### config.mk
export PLATFORM = sky130hd
export DESIGN_NAME = hazard_stall_ctrl
export DESIGN_NICKNAME = d
export VERILOG_FILES = /design/src/rtl/hazard_stall_ctrl.sv
export SDC_FILE = /design/constraint.sdc
export NUM_CORES = 1
export LEC_CHECK = 0
export ABC_AREA = 1
export CORE_MARGIN = 3
export CORE_UTILIZATION = 45
export DETAILED_ROUTE_END_ITERATION = 10
export GPL_TIMING_DRIVEN = 0
export PLACE_DENSITY_LB_ADDON = 0.3
export SYNTH_ARGS = -nofsm -noshare
export SYNTH_HDL_FRONTEND = slang
export SYNTH_SLANG_ARGS = --single-unit
### constraint.sdc
create_clock -name clk_i -period 3.36 [get_ports clk_i]
set_clock_uncertainty 0.2 [all_clocks]
set_input_delay 1.008 -clock clk_i [delete_from_list [all_inputs] [get_ports clk_i]]
set_output_delay 1.008 -clock clk_i [all_outputs]
set_load 0.01 [all_outputs]
### src/rtl/hazard_stall_ctrl.sv
// Load-use / dcache-busy hazard controller for the ID stage of a 5-stage core.
// Latency: control outputs are combinational (zero-cycle); state and counter update on clk_i rising edge.
// Backpressure: MemStall_i freezes the pipeline; pending bubbles are paused, not dropped, while frozen.
//
// Ports:
//   clk_i, rst_i (async, active-low)
//   MemRead_i, RDaddr_i           : ID/EX load and its destination register
//   RS1addr_i/RS2addr_i, RSxuse_i : IF/ID source registers and whether they are read
//   Branch_i                      : taken branch resolved in ID
//   MemStall_i                    : data cache busy
//   PCWrite_o, Stall_o, No_op_o, Flush_o : pipeline control
//   Hazard_cnt_o                  : saturating count of bubble cycles
module hazard_stall_ctrl #(
  parameter int ADDR_W   = 5,
  parameter int LOAD_LAT = 1,
  parameter int CNT_W    = 16
) (
  input  logic              clk_i,
  input  logic              rst_i,
  input  logic              MemRead_i,
  input  logic [ADDR_W-1:0] RDaddr_i,
  input  logic [ADDR_W-1:0] RS1addr_i,
  input  logic [ADDR_W-1:0] RS2addr_i,
  input  logic              RS1use_i,
  input  logic              RS2use_i,
  input  logic              Branch_i,
  input  logic              MemStall_i,
  output logic              PCWrite_o,
  output logic              Stall_o,
  output logic              No_op_o,
  output logic              Flush_o,
  output logic [CNT_W-1:0]  Hazard_cnt_o
);

  localparam int REM_W = $clog2(LOAD_LAT + 1);
  localparam logic [REM_W-1:0] LAT_M1  = REM_W'(LOAD_LAT - 1);
  localparam logic [REM_W-1:0] REM_ONE = REM_W'(1);

  typedef enum logic {
    ST_IDLE       = 1'b0,
    ST_LOAD_STALL = 1'b1
  } state_t;

  state_t             r_state;
  state_t             w_state_nxt;
  logic [REM_W-1:0]   r_remain;
  logic [REM_W-1:0]   w_remain_nxt;
  logic [CNT_W-1:0]   r_cnt;
  logic               w_hz;
  logic               w_bubble;
  logic               w_freeze;

  // x0 is hardwired zero, so a load targeting it can never feed a consumer.
  assign w_hz = MemRead_i && (RDaddr_i != '0) &&
                ((RS1use_i && (RS1addr_i == RDaddr_i)) ||
                 (RS2use_i && (RS2addr_i == RDaddr_i)));

  always_ff @(posedge clk_i or negedge rst_i) begin
    if (!rst_i) begin
      r_state  <= ST_IDLE;
      r_remain <= '0;
    end else begin
      r_state  <= w_state_nxt;
      r_remain <= w_remain_nxt;
    end
  end

  always_comb begin
    w_state_nxt  = r_state;
    w_remain_nxt = r_remain;
    w_bubble     = 1'b0;
    w_freeze     = 1'b0;
    PCWrite_o    = 1'b0;
    Stall_o      = 1'b0;
    No_op_o      = 1'b0;
    Flush_o      = 1'b0;

    // A busy cache outranks everything; a hazard seen while frozen is
    // simply re-detected once the freeze lifts because ID/EX is held too.
    if (MemStall_i) begin
      w_freeze = 1'b1;
    end else begin
      case (r_state)
        ST_IDLE: begin
          if (w_hz) begin
            w_bubble = 1'b1;
            if (LOAD_LAT > 1) begin
              w_state_nxt  = ST_LOAD_STALL;
              w_remain_nxt = LAT_M1;
            end
          end
        end
        ST_LOAD_STALL: begin
          w_bubble     = 1'b1;
          w_remain_nxt = r_remain - REM_ONE;
          if (r_remain == REM_ONE) begin
            w_state_nxt = ST_IDLE;
          end
        end
        default: w_state_nxt = ST_IDLE;
      endcase
    end

    // Outputs are all forced low while reset is asserted, independent of state.
    // A taken branch only flushes in RUN; otherwise it stays in ID and re-resolves.
    if (rst_i) begin
      if (w_freeze) begin
        Stall_o = 1'b1;
      end else if (w_bubble) begin
        Stall_o = 1'b1;
        No_op_o = 1'b1;
      end else begin
        PCWrite_o = 1'b1;
        Flush_o   = Branch_i;
      end
    end
  end

  always_ff @(posedge clk_i or negedge rst_i) begin
    if (!rst_i) begin
      r_cnt <= '0;
    end else if (No_op_o && (r_cnt != '1)) begin
      r_cnt <= r_cnt + 1'b1;
    end
  end

  assign Hazard_cnt_o = r_cnt;

endmodule

==> results.toml <==
[clocking]
cts_tree = "built"
htree_levels = 1
clkTransAtPathRegs_ps = 100
cts_buffer_depth = 2
cts_buffers = 3
cts-root-buf = "clkbuf_4"
numClockSinks = 18
clkLatencyLatePin_ps = 310

[sta]
period_minus_slack_ps = 3246
max_freq_ghz = 0.3081
post-route-period-util_pct = 96.61
max_slew.worst_pin.slew_ps = 256.0
slew_viol_final = 0
rsz0062_at_grt = "false"
fin_setup_tns_ps = 0
whs_ps = 294.1
timing.slew.headroom_pct = 82.80
setup_viol = 0
hold_violations = 0

[critical_path]
r2r-end = "Hazard_cnt_o[13]"
cp_max_fo = 6
setup.worst_path.class = "primary input to output port"
rr_worst_depth = 9
startpoint_type = "primary input"
cp_data_required_time_ps = 2150
arrival_ps = 2040
endpoint_kind = "output port"
rrSetupSlack_ps = 1550
r2r-start = "Hazard_cnt_o[0]"

[drt]
viasPerCell = 4.983
wire_per_inst_um = 11.33
remaining_drc_errors = 0
final_antenna_net_count = 0
firstDrtPassIters = 4
route.vias.total = 1450
first_iter_violations = 72
routed_wl_mm = 3.298

[grt]
grt_overflow = 0
grt_usage_pct = 18.68
first_global_vias = 1329
antenna_found_initial = 0
grt_pass1_wl_mm = 5.437
grt_max_degree = 21

[status]
status = "completed"

[pwr]
vdd_drop_max_v = 0.0003207
finalPower_mw = 0.5185
p_leak_nw = 0.9700
pwr_density_cell_nw_per_um2 = 277.0

[synth]
ys_ff_latch = 18
synth_warnings = 0
syn-num-nets = 233
ys_types = 28
syn_inst = 210
yosysSeqAreaShare_pct = 32.14
synth.avg_cell_area_um2 = 6.673
syn-cell-area_um2 = 1401

[cells_and_area]
final_cell_mix = "nand2_1, inv_1, nand4_1"
syn2layout_area_growth_pct = 33.57
area.sequential_um2 = 450.4
multi_input_area_um2 = 775.7
n_antenna_cell = 0
num-nets-final = 284
drive_gt1_share_pct = 15.77
mostFrequentLayoutCell = "nand2_1"
fillCellCount = 269

[placement]
hpwl_mm = 2.528
place_congestion = 0.8306
portBuffers = 41

[floorplanning]
io_pins = 42
core_um2 = 2853
initial_utilization_pct = 49.12
rows = 19
die_x_um = 61.81
dieArea_um2 = 3820
die_h_um = 61.81

[hold_path]
min-delay-start = "r_remain"
hold_path_end = "r_state"
hold_class = "flop to flop"
worstHoldPathCells = 1

[run]
maxCapViolCount = 0
==> where the power goes <==
part | switching [mW] | internal (mW) | total [mW]
clock | 0.0732 | 0.0663 | 0.139
combinational | 0.0618 | 0.0637 | 0.126
sequential | 0.0191 | 0.235 | 0.254
==> cell type report <==
class	instances	area share, %
multi-input combinational	153	41.44
sequential	18	24.06
timing repair buffer	47	21.59
inverter	34	6.818
buffer	4	2.072
tap	31	2.072
clock buffer	4	1.938
==> through the flow <==
step | worst slack, ps | std cells | area, um^2 | utilization [%]
final | 113.9 | 291 | 1872 | 65.61
after global routing | 4.658 | 291 | 1872 | 65.61
after CTS | 0.7392 | 291 | 1888 | 66.18
after detailed placement | -1461 | 282 | 1851 | 64.87
after global placement | -1440 | 282 | 1851 | 64.87
after floorplan | 299.1 | 210 | 1401 | -
==> flip-flops by register name (all words and copies together), names as in the netlist <==
register,cells
r_remain,1
Hazard_cnt_o,16
r_state,1
==> critical path, stage by stage <==
cell,delay (ps)
dlygate4sd2_1,240
nand2_1,60
nand2_1,40
nor2_1,100
nand3_1,90
nand2_2,90
nand2_4,70
nand2_8,80
buf_8,100
nor2_1,30
buf_2,130
==> Yosys cell counts (all sizes together) <==
master | number | share of area [%]
xor2 | 5 | 3.1
clkbuf | 1 | 0.54
o21ai | 3 | 1.1
xnor2 | 1 | 0.63
nor3b | 1 | 0.89
ha | 1 | 0.89
nand4 | 21 | 9.8
a21oi | 2 | 0.71
nand3 | 14 | 6.3
nor2 | 21 | 6.2
dfrtp | 18 | 32
nor3 | 3 | 1.4
nand2 | 81 | 24
inv | 34 | 9.1
buf | 4 | 3.7
==> worst max-delay path by stage <==
stage,to,start,cells past startpoint,slack [ps]
floorplan,Flush_o,RDaddr_i[3],8,300
global placement,Flush_o,rst_i,6,-1440
detailed placement,Flush_o,rst_i,6,-1460
CTS,Flush_o,MemRead_i,8,0.7
global route,PCWrite_o,RS2addr_i[2],11,5
finish,PCWrite_o,RS2addr_i[2],11,110
==> per-layer routing <==
layer	vias to the layer above	global-route usage, %	wire length [um]
met4	0	5.152	36
met2	41	30.94	1474
met1	630	24.40	1583
li1	772	-	-
met3	7	4.339	204
met5	-	0	0
==> cell families after synthesis <==
logic type                 after synthesis  share of synthesized area (%)
and+or+nand+nor                        141                          48.13
DFF                                     18                          32.14
xor gates and xnor gates                 6                          3.750
adders and majority gates                1                         0.8927
buffers and inverters                   39                          13.30
AOI/OAI and AO/OA                        5                          1.785
==> what timing repair did <==
| action | CTS | global route |
|---|---|---|
| setup endpoints to repair | 4 | 3 |
| pin swaps | 19 | 4 |
| setup buffers | 5 | 1 |
| gates cloned | 0 | 0 |
| hold buffers | 0 | 0 |
| resized for setup | 63 | 2 |
(Power assumes the default switching activity.)
